[src/rtl/link_training_ctrl_if.sv]
// Training handshake bundle between the link controller and the TX preamble
// generator / RX detector pair.
interface link_training_ctrl_if #(
    parameter int unsigned DIV_WIDTH = 8
);
    logic                 tx_start;
    logic                 tx_done;
    logic                 rx_start;
    logic                 rx_enable;
    logic                 rx_done;
    logic [DIV_WIDTH-1:0] rx_clk_div;

    // Controller side.
    modport master (
        output tx_start,
        output rx_start,
        output rx_enable,
        input  tx_done,
        input  rx_done,
        input  rx_clk_div
    );

    // Training-block side.
    modport slave (
        input  tx_start,
        input  rx_start,
        input  rx_enable,
        output tx_done,
        output rx_done,
        output rx_clk_div
    );
endinterface

[src/rtl/link_training_ctrl.sv]
// Link bring-up sequencer: preamble TX, then RX divider detection, divider
// validation with bounded retries, then divider lock and link_up.
module link_training_ctrl #(
    parameter int unsigned  DIV_WIDTH   = 8,
    parameter int unsigned  TO_WIDTH    = 16,
    parameter int unsigned  MAX_RETRIES = 3,
    parameter int unsigned  DIV_MIN     = 2,
    localparam int unsigned RW          = $clog2(MAX_RETRIES + 1)
) (
    input  logic                  clk,
    input  logic                  rst_n,
    input  logic                  link_req_i,
    input  logic [TO_WIDTH-1:0]   timeout_cycles_i,
    link_training_ctrl_if.master  trn,
    output logic [DIV_WIDTH-1:0]  clk_div_locked_o,
    output logic                  link_up_o,
    output logic                  link_fail_o,
    output logic                  busy_o,
    output logic [RW-1:0]         retry_cnt_o
);

    typedef enum logic [3:0] {
        StIdle,
        StTxStart,
        StTxWait,
        StRxStart,
        StRxWait,
        StCapture,
        StCheck,
        StRetry,
        StLinked,
        StFailed
    } state_e;

    state_e               state_q, state_d;
    logic [TO_WIDTH-1:0]  cnt_q, cnt_d;
    logic [RW-1:0]        retry_q, retry_d;
    logic [DIV_WIDTH-1:0] div_q, div_d;
    logic [DIV_WIDTH-1:0] locked_q, locked_d;
    logic                 timed_out;
    logic [TO_WIDTH-1:0]  cnt_inc;

    // Timeout is checked on the pre-increment value; zero disables it.
    assign timed_out = (timeout_cycles_i != '0) && (cnt_q == timeout_cycles_i);
    // Saturating increment so a disabled timeout never wraps into a false hit.
    assign cnt_inc   = (cnt_q == '1) ? cnt_q : cnt_q + TO_WIDTH'(1);

    // State and datapath registers.
    always_ff @(posedge clk or negedge rst_n) begin
        if (!rst_n) begin
            state_q  <= StIdle;
            cnt_q    <= '0;
            retry_q  <= '0;
            div_q    <= '0;
            locked_q <= '0;
        end else begin
            state_q  <= state_d;
            cnt_q    <= cnt_d;
            retry_q  <= retry_d;
            div_q    <= div_d;
            locked_q <= locked_d;
        end
    end

    // Next-state and datapath update; done pulses win over a coincident timeout.
    always_comb begin
        state_d  = state_q;
        cnt_d    = cnt_q;
        retry_d  = retry_q;
        div_d    = div_q;
        locked_d = locked_q;
        if (state_q != StIdle && !link_req_i) begin
            state_d = StIdle;
        end else begin
            case (state_q)
                StIdle: begin
                    if (link_req_i) begin
                        state_d = StTxStart;
                        retry_d = '0;
                    end
                end
                StTxStart: begin
                    state_d = StTxWait;
                    cnt_d   = '0;
                end
                StTxWait: begin
                    if (trn.tx_done)    state_d = StRxStart;
                    else if (timed_out) state_d = StRetry;
                    else                cnt_d   = cnt_inc;
                end
                StRxStart: begin
                    state_d = StRxWait;
                    cnt_d   = '0;
                end
                StRxWait: begin
                    if (trn.rx_done)    state_d = StCapture;
                    else if (timed_out) state_d = StRetry;
                    else                cnt_d   = cnt_inc;
                end
                StCapture: begin
                    div_d   = trn.rx_clk_div;
                    state_d = StCheck;
                end
                StCheck: begin
                    if (div_q >= DIV_WIDTH'(DIV_MIN)) begin
                        locked_d = div_q;
                        state_d  = StLinked;
                    end else begin
                        state_d  = StRetry;
                    end
                end
                StRetry: begin
                    retry_d = retry_q + RW'(1);
                    state_d = (retry_d == RW'(MAX_RETRIES)) ? StFailed : StTxStart;
                end
                StLinked: state_d = StLinked;
                StFailed: state_d = StFailed;
                default:  state_d = StIdle;
            endcase
        end
    end

    // Moore outputs decoded from the current state.
    always_comb begin
        trn.tx_start  = (state_q == StTxStart);
        trn.rx_start  = (state_q == StRxStart);
        trn.rx_enable = (state_q == StRxStart) || (state_q == StRxWait);
        link_up_o     = (state_q == StLinked);
        link_fail_o   = (state_q == StFailed);
        busy_o        = !((state_q == StIdle) || (state_q == StLinked) ||
                          (state_q == StFailed));
    end

    assign clk_div_locked_o = locked_q;
    assign retry_cnt_o      = retry_q;

endmodule

[src/flat_wrapper.sv]
// flat-port wrapper written by rule: the top's interface ports become plain ports
module link_training_ctrl_flat 
#(
    parameter int unsigned  DIV_WIDTH   = 8,
    parameter int unsigned  TO_WIDTH    = 16,
    parameter int unsigned  MAX_RETRIES = 3,
    parameter int unsigned  DIV_MIN     = 2,
    localparam int unsigned RW          = $clog2(MAX_RETRIES + 1)
)
  (clk, rst_n, link_req_i, timeout_cycles_i, clk_div_locked_o, link_up_o, link_fail_o, busy_o, retry_cnt_o, trn_tx_start, trn_rx_start, trn_rx_enable, trn_tx_done, trn_rx_done, trn_rx_clk_div);
  link_training_ctrl_if #(.DIV_WIDTH(DIV_WIDTH)) trn_i ();
  input  logic clk;
  input  logic rst_n;
  input  logic link_req_i;
  input  logic [TO_WIDTH-1:0] timeout_cycles_i;
  output logic [DIV_WIDTH-1:0] clk_div_locked_o;
  output logic link_up_o;
  output logic link_fail_o;
  output logic busy_o;
  output logic [RW-1:0] retry_cnt_o;
  output wire logic [$bits(trn_i.tx_start)-1:0] trn_tx_start;
  output wire logic [$bits(trn_i.rx_start)-1:0] trn_rx_start;
  output wire logic [$bits(trn_i.rx_enable)-1:0] trn_rx_enable;
  input wire logic [$bits(trn_i.tx_done)-1:0] trn_tx_done;
  input wire logic [$bits(trn_i.rx_done)-1:0] trn_rx_done;
  input wire logic [$bits(trn_i.rx_clk_div)-1:0] trn_rx_clk_div;
  assign trn_tx_start = trn_i.tx_start;
  assign trn_rx_start = trn_i.rx_start;
  assign trn_rx_enable = trn_i.rx_enable;
  assign trn_i.tx_done = trn_tx_done;
  assign trn_i.rx_done = trn_rx_done;
  assign trn_i.rx_clk_div = trn_rx_clk_div;
  link_training_ctrl #(.DIV_WIDTH(DIV_WIDTH), .TO_WIDTH(TO_WIDTH), .MAX_RETRIES(MAX_RETRIES), .DIV_MIN(DIV_MIN)) u_core (.clk(clk), .rst_n(rst_n), .link_req_i(link_req_i), .timeout_cycles_i(timeout_cycles_i), .trn(trn_i), .clk_div_locked_o(clk_div_locked_o), .link_up_o(link_up_o), .link_fail_o(link_fail_o), .busy_o(busy_o), .retry_cnt_o(retry_cnt_o));
endmodule
[config.mk]
export PLATFORM = sky130hd
export DESIGN_NAME = link_training_ctrl_flat
export DESIGN_NICKNAME = d
export VERILOG_FILES = /design/src/rtl/link_training_ctrl_if.sv /design/src/rtl/link_training_ctrl.sv /design/src/flat_wrapper.sv
export SDC_FILE = /design/constraint.sdc
export NUM_CORES = 1
export LEC_CHECK = 0
export ABC_CLOCK_PERIOD_IN_PS = 2300
export CELL_PAD_IN_SITES_DETAIL_PLACEMENT = 2
export CELL_PAD_IN_SITES_GLOBAL_PLACEMENT = 2
export CORE_MARGIN = 2
export CORE_UTILIZATION = 30
export CTS_BUF_LIST = sky130_fd_sc_hd__clkbuf_4 sky130_fd_sc_hd__clkbuf_8
export DETAILED_ROUTE_END_ITERATION = 12
export GPL_TIMING_DRIVEN = 0
export PLACE_DENSITY_LB_ADDON = 0.1
export SYNTH_ARGS = -nofsm -noshare
export SYNTH_HDL_FRONTEND = slang
export SYNTH_SLANG_ARGS = --single-unit
[constraint.sdc]
create_clock -name clk -period 2.3 [get_ports clk]
set_clock_uncertainty 0.15 [all_clocks]
set_input_delay 0.46 -clock clk [delete_from_list [all_inputs] [get_ports clk]]
set_output_delay 0.46 -clock clk [all_outputs]
set_load 0.02 [all_outputs]
# [Yosys cells after proc, flatten, opt, wreduce, memory -nomap -nowiden]
# Cells that the tools add are included.
# Widths: inputs -> output; s select.
[word_totals] wordCells=57 ff_bits=38 rom_bits=0 latchBits=0 mem_count=0 out_inout_bits=16 mem_bits_rw=0
[classes] n_div=0 multipliers=0 shifts=0 n_reduce_logical=17 mux=15 n_bitwise=1 n_lt_le_gt_ge=1 n_addsub=2 n_eq_ne=16
[op_table] op="$mux 16" count=4
[op_table] op="$pmux 16 s3" count=1
[op_table] op="$pmux 4 s10" count=1
[op_table] op="$mux 4" count=7
[op_table] op="$add 16x1->16 const B" count=1
[op_table] op="$eq 16x16->1" count=1
[op_table] op="$eq 16x16->1 const B" count=1
[op_table] op="$eq 4x3->1 const B" count=4
[op_table] op="$reduce_bool 16->1" count=1
[op_table] op="$eq 4x2->1 const B" count=2
[op_table] op="$eq 4x4->1 const B" count=2
[op_table] op="$ge 8x2->1 const B" count=1
[op_table] op="$ne 2x2->1 const B" count=3
[op_table] op="$reduce_and 3->1" count=2
[op_table] op="$eq 4x1->1 const B" count=1
[op_table] op="$logic_not 4->1" count=1
[op_table] op="$pmux 2 s2" count=1
[op_table] op="$reduce_and 4->1" count=1
[op_table] op="$reduce_bool 4->1" count=1
[op_table] op="$logic_or 1x1->1" count=3
[op_table] op="$ne 3x2->1 const B" count=1
[op_table] op="$reduce_bool 3->1" count=1
[op_table] op="$add 2x1->2 const B" count=1
[op_table] op="$eq 2x2->1 const B" count=1
[op_table] op="7 further kinds" count=9

# [Logic depth before layout (Yosys ltp)]
# Gate-level depths: netlist (run 1).
[logic_depth] ltp_word=6 depth_mapped=8

# [Least setup slack after synthesis (run 1)]
# OpenSTA, ideal clock, no wires.
[synth_timing] path_kind="register -> register" from="register u_core.cnt_q[0]" to="register u_core.cnt_q[8]" slack_ns=-0.048 arrival_time_ns=2.123 setup_ns=0.076 n_path_buf=1 path_stages_with_launch=9 path_cell_list="dfrtp_1 ha_1 and4_1 and3_1 a31oi_2 buf_2 nand3_1 or3_2 a21oi_2"
[synth_via] elab_chain_len=5
[synth_lines] element="from (decl)" line_no="link_training_ctrl.sv:36" rtl="logic [TO_WIDTH-1:0] cnt_q, cnt_d;"
[synth_lines] element="from (signal assigned)" line_no="link_training_ctrl.sv:58" rtl="cnt_q <= cnt_d;"
[synth_lines] element="$add 16x1->16, or another cell as far along" line_no="link_training_ctrl.sv:46" rtl="assign cnt_inc = (cnt_q == '1) ? cnt_q : cnt_q + TO_WIDTH'(1);"
[synth_lines] element="$mux 16 or $logic_and 1x1->1 (tied branches)" line_no="link_training_ctrl.sv:46, link_training_ctrl.sv:44"
[synth_lines] element="$mux 16 (*)" line_no="link_training_ctrl.sv:88, link_training_ctrl.sv:97"
[synth_lines] element="$mux 16, on equally long branches" line_no="link_training_ctrl.sv:96, link_training_ctrl.sv:87"
[synth_lines] element="$pmux 16 s3 (*)" line_no="link_training_ctrl.sv:75" rtl="case (state_q)"
# Mark *: on every way between the ends. The rest lies on a longest branch, timed or not. The select of a mux whose other input is x is not followed.
# A chain may end at the register's enable or synchronous reset.

# [Final worst setup path (run 1)]
[layout_timing] from="register u_core.cnt_q[6]" to="register u_core.cnt_q[6]"
# The elaborated chain is that of the path after synthesis.

==> impl.org, run 1 <==
** Job
- The tool flagged a number of max-cap violations equal to 0.

** Timing
- For the pin with the worst max-slew slack, the measured transition is 0.718 ns.
- Post-layout worst setup margin :: -0.0266 ns
- Final setup violation count :: 2
- The hold violation total from the final report is 0.
- Min Tclk post-route :: 2.33 ns
- Final clock period utilization by the worst path :: 101%
- Setup repair after global routing could not meet its margin everywhere.
- The count of pins over their slew limit is 0.
- In this run the tightest slew margin relative to its limit is 52.1%.
- For this run, the top clock speed supported by timing is 0.430 GHz.

** Setup path
- The worst register-to-register path has a setup slack of -0.03 ns.
- STA classifies the critical path startpoint as a flip-flop.
- For the worst flop-to-flop path, the logic depth is 8.
- In this run the critical register-to-register path is launched from u_core.cnt_q[6].
- Critical Path Sink :: u_core.cnt_q[6]
- Setup Crit Path Kind :: flip-flop to flip-flop
- Ordered cell list for the critical path :: xnor2_2, nand2_1, or3b_4, nor4b_4, buf_6, buf_12, or3_4, a21oi_2
- STA puts the critical path data required time at 2.30 ns.
- Startpoint of the most critical setup path :: u_core.cnt_q[6]
- Crit path DAT :: 2.33 ns
- On the critical path, the stage with the largest delay is an instance of sky130_fd_sc_hd__dfrtp_2.
- Critical path fanouts, max :: 6
- Critical register-to-register path endpoint :: u_core.cnt_q[6]
- The worst setup path is captured at a flip-flop.
- In this design, the stage delay of the slowest critical-path cell is 0.45 ns.

** Yosys
- Seq/Total Area, Yosys :: 40.0%
- Yosys mapped a number of flops with a built-in enable equal to 0.
- By area the synthesized netlist is led by sky130_fd_sc_hd__dfrtp_1, sky130_fd_sc_hd__mux2_2, sky130_fd_sc_hd__xor2_1, sky130_fd_sc_hd__nand2_1, sky130_fd_sc_hd__nand4_1.
- Top cell type's share of synthesized area :: 40.0%
- Synthesis instantiated 48 different standard cells from the library.
- Ys Warns :: 0
- Total of flip-flops plus latches after synthesis :: 38
- Cell count after synthesis :: 241
- Summed over all instances, the cell type with the most area after synthesis is sky130_fd_sc_hd__dfrtp_1.
- In the synthesized netlist the dominant register cell turns out to be sky130_fd_sc_hd__dfrtp_1.
- Syn nets :: 272
- A synthesized cell averages 9.85 um2.
- In the synthesized netlist the async set-or-reset flop fraction comes to 100%.
- Total standard cell area after synthesis :: 2370 um2

** Hold path
- The worst hold path belongs to the class input pin to flip-flop.

** Final layout
- The library cell used most frequently in the layout, excluding fill and tap cells, is sky130_fd_sc_hd__dfrtp_1.
- The filler cells instantiated in the layout total 843.
- The sequential cells in the finished layout cover a total of 963 um2.
- In the layout the commonest cells are sky130_fd_sc_hd__dfrtp_1, sky130_fd_sc_hd__clkdlybuf4s50_1, sky130_fd_sc_hd__nand2_1, sky130_fd_sc_hd__mux2_2, sky130_fd_sc_hd__buf_4.
- For this run, the post-layout net count is 343.
- Count of inserted antenna diode cells :: 0
- Cells with a size suffix above 1 make up 34.8% of the layout.
- From synthesis to final layout, the design area changed by 46.2%.
- The multi-input combinational cells in the finished layout cover a total of 1510 um2.
- After routing the design area is 3470 um2.

** Global route
- The via count of the first global-routing pass is 2388.
- Global Route Usage Sum :: 18.9%
- Entering global routing, the biggest net connects 31 pins.
- Antenna violations before repair :: 0
- The first global-routing pass estimated 12600 um of wire.
- Overall overflow remaining after global route :: 0

** Clocking
- Maximum clock path buffer count :: 2
- TritonCTS built the clock tree.
- Clock-pin slew on the worst setup and hold paths :: 0.09 ns
- The H-tree was split into 2 levels.
- TritonCTS created 5 clock buffers.
- The clock drives 38 sinks.
- Clock tree synthesis selected as its root buffer the cell sky130_fd_sc_hd__clkbuf_8.
- The clock reaches the later pin of the worst-skew pair after 0.30 ns.

** Floorplan
- # IOs :: 45
- Core Area :: 7690 um2
- Initial standard-cell utilization of the core :: 30.9%
- Die boundary width :: 93.0 um
- Total Die Area :: 8640 um2
- After floorplanning, the core was divided into 32 placement rows.
- Die height :: 93.0 um

** Placed design
- Post-DP HPWL :: 5340 um
- Pre-CTS setup slack :: -0.793 ns
- In this run the cell area measured after placement is 2960 um2.
- The congestion estimate from routability-driven global placement came to 0.768.
- During placement, the flow inserted port buffers numbering 44.

** Detailed routing
- Wires add up to 8130 um.
- The first detailed-routing pass took 4 iterations.
- Using the TritonRoute via totals, the vias-per-cell ratio works out to 5.29.
- Number of violations reported at the end of detailed-routing iteration 0 :: 55
- DRC violation count after routing :: 0
- The count of nets left with antenna violations once routing finished came out at 0.
- In the final routed layout, each cell accounts on average for 19.6 um.
- The detailed router placed 2195 vias in this run.

** Power
- Power spread over the standard cell area amounts to 712 nW/um2.
- Peak supply drop :: 0.363 mV
- Final Power :: 2.47 mW
- Leakage Power :: 1.49 nW

** Outcome
- The final reports fail on setup timing.
- Result of the run :: finished, violations left
## sequential cells by signal, indices dropped and copies added (netlist names)
register and count:
u_core.retry_cnt_o 2, u_core.cnt_q 16, u_core.state_q 4, u_core.div_q 8
u_core.clk_div_locked_o 8
## layer usage
metal | routed length [um] | vias up | global-route usage, % | share of wire, %
li1 | - | 1041 | - | -
met1 | 3760 | 1127 | 25.5 | 46
met2 | 4120 | 22 | 32.1 | 51
met3 | 174 | 5 | 3.06 | 2.1
met4 | 71 | 0 | 4.04 | 0.87
met5 | 0 | - | 0 | 0
## cell families after synthesis
| kind of cell | share of synthesized area [%] |
|---|---|
| buffers and inverters | 4.16 |
| adder cells (fa/ha/maj) | 1.05 |
| AND/OR/NAND/NOR | 26.2 |
| AO/OA/AOI/OAI | 13.4 |
| XOR/XNOR | 6.27 |
| flip-flops | 40.0 |
| multiplexers | 8.85 |
## report_power, final
group,switching (mW),internal (mW)
clock network,0.271,0.435
registers,0.0889,0.759
logic,0.508,0.407
## final cells by class
cell class              count  area share [%]
plain buffers               9            2.63
clock buffers               5            1.98
clock inverters             3            1.98
inverters                   4           0.433
multi-input cells         190            43.6
flip-flops and latches     38            27.8
well taps                 102            3.68
repair buffers             64            17.9
## how the worst min path moves through the flow
stage                    startpoint                         end  slack, ns  cells past startpoint
finish                  trn_tx_done           u_core.state_q[2]       0.35                      2
global route            trn_tx_done           u_core.state_q[2]       0.34                      2
CTS                 u_core.div_q[0]             u_core.div_q[0]       0.37                      1
detailed placement            rst_n             u_core.cnt_q[3]       0.20                      1
global placement    u_core.div_q[0]  u_core.clk_div_locked_o[0]       0.34                      1
floorplan                     rst_n  u_core.clk_div_locked_o[0]       0.01                      0
## critical path: cells and delay by family, from the launching register on
| family | cells | cell delay [ns] |
|---|---|---|
| AND/OR/NAND/NOR | 4 | 0.98 |
| flip-flops | 1 | 0.45 |
| buffers and inverters | 2 | 0.34 |
| XOR/XNOR | 1 | 0.20 |
| AO/OA/AOI/OAI | 1 | 0.05 |
## metrics by stage
step	instances	util [%]	hold WS, ns	setup TNS (ns)
global placement	387	38.3	0.338	-31.28
detailed placement	388	38.5	0.199	-15.03
finish	415	45.1	0.349	-0.0280
CTS	409	43.6	0.369	0
global route	415	45.1	0.344	-1.30
floorplan	241	-	0.0144	0
## repair_timing
| action | in CTS | in global routing |
|---|---|---|
| endpoints found under the hold margin | 8 | 0 |
| resized for setup | 53 | 25 |
| endpoints found under the setup margin | 30 | 28 |
| buffers inserted | 10 | 6 |
| pin swaps | 8 | 16 |
| hold buffers | 1 | 0 |
| cloned | 2 | 0 |
## synth_stat cells, types with 2 or more instances
cell type	instances
sky130_fd_sc_hd__a21oi_1	11
sky130_fd_sc_hd__a21oi_2	5
sky130_fd_sc_hd__a22o_1	3
sky130_fd_sc_hd__and3_1	5
sky130_fd_sc_hd__and4_1	2
sky130_fd_sc_hd__buf_2	2
sky130_fd_sc_hd__clkbuf_1	2
sky130_fd_sc_hd__clkbuf_8	2
sky130_fd_sc_hd__dfrtp_1	38
sky130_fd_sc_hd__ha_1	2
sky130_fd_sc_hd__inv_1	4
sky130_fd_sc_hd__mux2_2	16
sky130_fd_sc_hd__mux2i_1	3
sky130_fd_sc_hd__nand2_1	20
sky130_fd_sc_hd__nand2b_1	4
sky130_fd_sc_hd__nand3_1	9
sky130_fd_sc_hd__nand4_1	12
sky130_fd_sc_hd__nor2_1	13
sky130_fd_sc_hd__nor2b_1	4
sky130_fd_sc_hd__nor3_1	4
sky130_fd_sc_hd__nor3b_1	2
sky130_fd_sc_hd__nor4_1	8
sky130_fd_sc_hd__o211ai_1	4
sky130_fd_sc_hd__o21ai_0	7
sky130_fd_sc_hd__o21ai_1	7
sky130_fd_sc_hd__o31ai_1	6
sky130_fd_sc_hd__or3_1	2
sky130_fd_sc_hd__or3_2	5
sky130_fd_sc_hd__or4_1	5
sky130_fd_sc_hd__xnor2_1	8
sky130_fd_sc_hd__xor2_1	9
Power figures use the tool's default switching activity.
==> run 2: changes to the inputs <==
--- a/config.mk
+++ b/config.mk
@@ -6,6 +6,7 @@
 export NUM_CORES = 1
 export LEC_CHECK = 0
 export ABC_CLOCK_PERIOD_IN_PS = 2300
+export CAP_MARGIN = 20
 export CELL_PAD_IN_SITES_DETAIL_PLACEMENT = 2
 export CELL_PAD_IN_SITES_GLOBAL_PLACEMENT = 2
 export CORE_MARGIN = 2
==> results of run 2 <==
Final layout, timing and power as in run 1 (identical DEF).
==> edit, RTL diff (flow settings as in run 1) <==
The 10 states of `state_e` get a one-hot encoding in 10 bits.
--- a/src/rtl/link_training_ctrl.sv
+++ b/src/rtl/link_training_ctrl.sv
@@ -20,15 +20,15 @@
 );
 
-    typedef enum logic [3:0] {
-        StIdle,
-        StTxStart,
-        StTxWait,
-        StRxStart,
-        StRxWait,
-        StCapture,
-        StCheck,
-        StRetry,
-        StLinked,
-        StFailed
+    typedef enum logic [9:0] {
+        StIdle    = 10'b0000000001,
+        StTxStart = 10'b0000000010,
+        StTxWait  = 10'b0000000100,
+        StRxStart = 10'b0000001000,
+        StRxWait  = 10'b0000010000,
+        StCapture = 10'b0000100000,
+        StCheck   = 10'b0001000000,
+        StRetry   = 10'b0010000000,
+        StLinked  = 10'b0100000000,
+        StFailed  = 10'b1000000000
     } state_e;
 
Function: no difference found for any inputs over 10 cycles, from zero or initial values and one cycle with rst_n low; not proved beyond that.
==> edit against run 1 <==
The flow still finishes with violations (negative setup slack). Synthesized area is 6.5% higher. Sequential share of layout area is 1.2 points lower. Register-to-register slack worse by 0.28 ns. Core utilization is 6.0 points higher. Via count is 15% higher. Final area is 20% higher. Critical path depth is 2 lower. Count of clock-buffer cells in the layout stayed put. Wire length is 29% higher. Power is 8.5% lower. Worst setup slack worse by 0.34 ns. Sequential cell count is 6 higher.
==> edit: results (changes against run 1) <==
outcome:
  status: "finished, violations left"
  violations: "negative setup slack"
yosys:
  synth_mux_area_share_pct: 9.104  # +0.25 points
  yosysSeqAreaShare_pct: 43.59  # +3.6 points
  ys_top_cells_by_area: "dfrtp_1 (43%), mux2_2 (7.1%), xor2_1 (5.9%)"
  synth_cell_type_count: 43  # -10%
  synth-compound-area-share_pct: 10.44  # -3.0 points
  synthAdderAreaFrac_pct: 0.9896  # -0.064 points
  syn-num-nets: 286  # +5.1%
  syn-mean-instance-area_um2: 9.916  # +0.63%
  synth-xor-area-share_pct: 6.235  # -0.035 points
final_layout:
  drive_above_1_share_pct: 43.29  # +8.5 points
  n_fill_cell: 821  # -2.6%
  diodes: 0  # unchanged
  nets: 395  # +15%
power:
  powerComb_uw: 737  # -19%
  p_switching_uw: 777.5  # -10%
  peakVddDrop_mv: 0.2197  # -39%
  clockPowerShare_pct: 28.8  # +0.2 points
  p_leak_uw: 0.001811  # +22%
  p_int_uw: 1483  # -7.4%
place:
  pre_cts_slack_ns: -0.8252  # -0.03207 ns
  port_buffers: 43  # -2.3%
  place_area_mm2: 0.003128  # +5.7%
global_route:
  grt_pass1_wl_um: 15030  # +19%
  grt_max_degree: 37  # +19%
  grt_usage_pct: 22.06  # +3.1 points
  antenna_found_initial: 0  # unchanged
  first_global_vias: 2691  # +13%
routing:
  drt_iter0_drc: 74  # +35%
  routedWlPerCell_um: 22.38  # +14%
  via_count: 2518  # +15%
  vias_per_cell: 5.357  # +1.3%
worst_hold_path:
  min_path_type: "register to register"
sta:
  maxSlewHeadroom_pct: 55.80  # +3.7 points
  tns_ns: -5.503  # -5.475 ns
  setup-violations-final: 30  # +28
  finalWorstSetupSlack_ns: -0.3633  # -0.3366 ns
worst_setup_path:
  cp_data_arrival_time_ns: 2.05  # -0.28 ns
  cp_slowest_cell: "or4b_4"
  slowest_delay_ns: 0.54  # +0.09 ns
cts:
  clk_latency_ns: 0.32  # +0.02 ns
[edit: per-layer routing]
| metal | up-vias | wire length (um) | GRT usage (%) |
|---|---|---|---|
| met5 | - | 0 | 0 |
| met4 | 0 | 206 | 6.429 |
| met3 | 15 | 237 | 2.976 |
| met2 | 39 | 5628 | 39.04 |
| met1 | 1310 | 4444 | 28.01 |
| li1 | 1154 | - | - |
[edit: final cells by class]
| type | instances | share of cell area (%) |
|---|---|---|
| clock inverters | 3 | 1.137 |
| clock buffers | 5 | 1.646 |
| flip-flops and latches | 44 | 26.52 |
| repair buffers | 105 | 23.38 |
| plain buffers | 5 | 1.676 |
| well taps | 105 | 3.143 |
| inverters | 8 | 0.7183 |
| multi-input cells | 195 | 41.78 |
[edit: final timing paths]
| path | start | endpoint | slack (ns) | cells after the start |
|---|---|---|---|---|
| worst max-delay path | u_core.state_q[7]$_DFFE_PN0P_ | trn_tx_start | -0.36 | 6 |
| worst min-delay path | u_core.clk_div_locked_o[1]$_DFFE_PN0P_ | u_core.clk_div_locked_o[1]$_DFFE_PN0P_ | 0.37 | 1 |
| worst max register to register | u_core.state_q[7]$_DFFE_PN0P_ | u_core.state_q[5]$_DFFE_PN0P_ | -0.31 | 13 |
| worst min register to register | u_core.clk_div_locked_o[1]$_DFFE_PN0P_ | u_core.clk_div_locked_o[1]$_DFFE_PN0P_ | 0.37 | 1 |
| max in group asynchronous | rst_n | u_core.cnt_q[15]$_DFFE_PN0P_ | 1.11 | 3 |
| min in group asynchronous | rst_n | u_core.state_q[2]$_DFFE_PN0P_ | 0.39 | 2 |
[edit: repair_timing]
item	CTS	global route
cloned	2	0
setup buffers	42	17
hold buffers	1	0
pin swaps	37	17
gates resized for setup	92	47
setup endpoints to repair	48	48
endpoints found under the hold margin	7	0
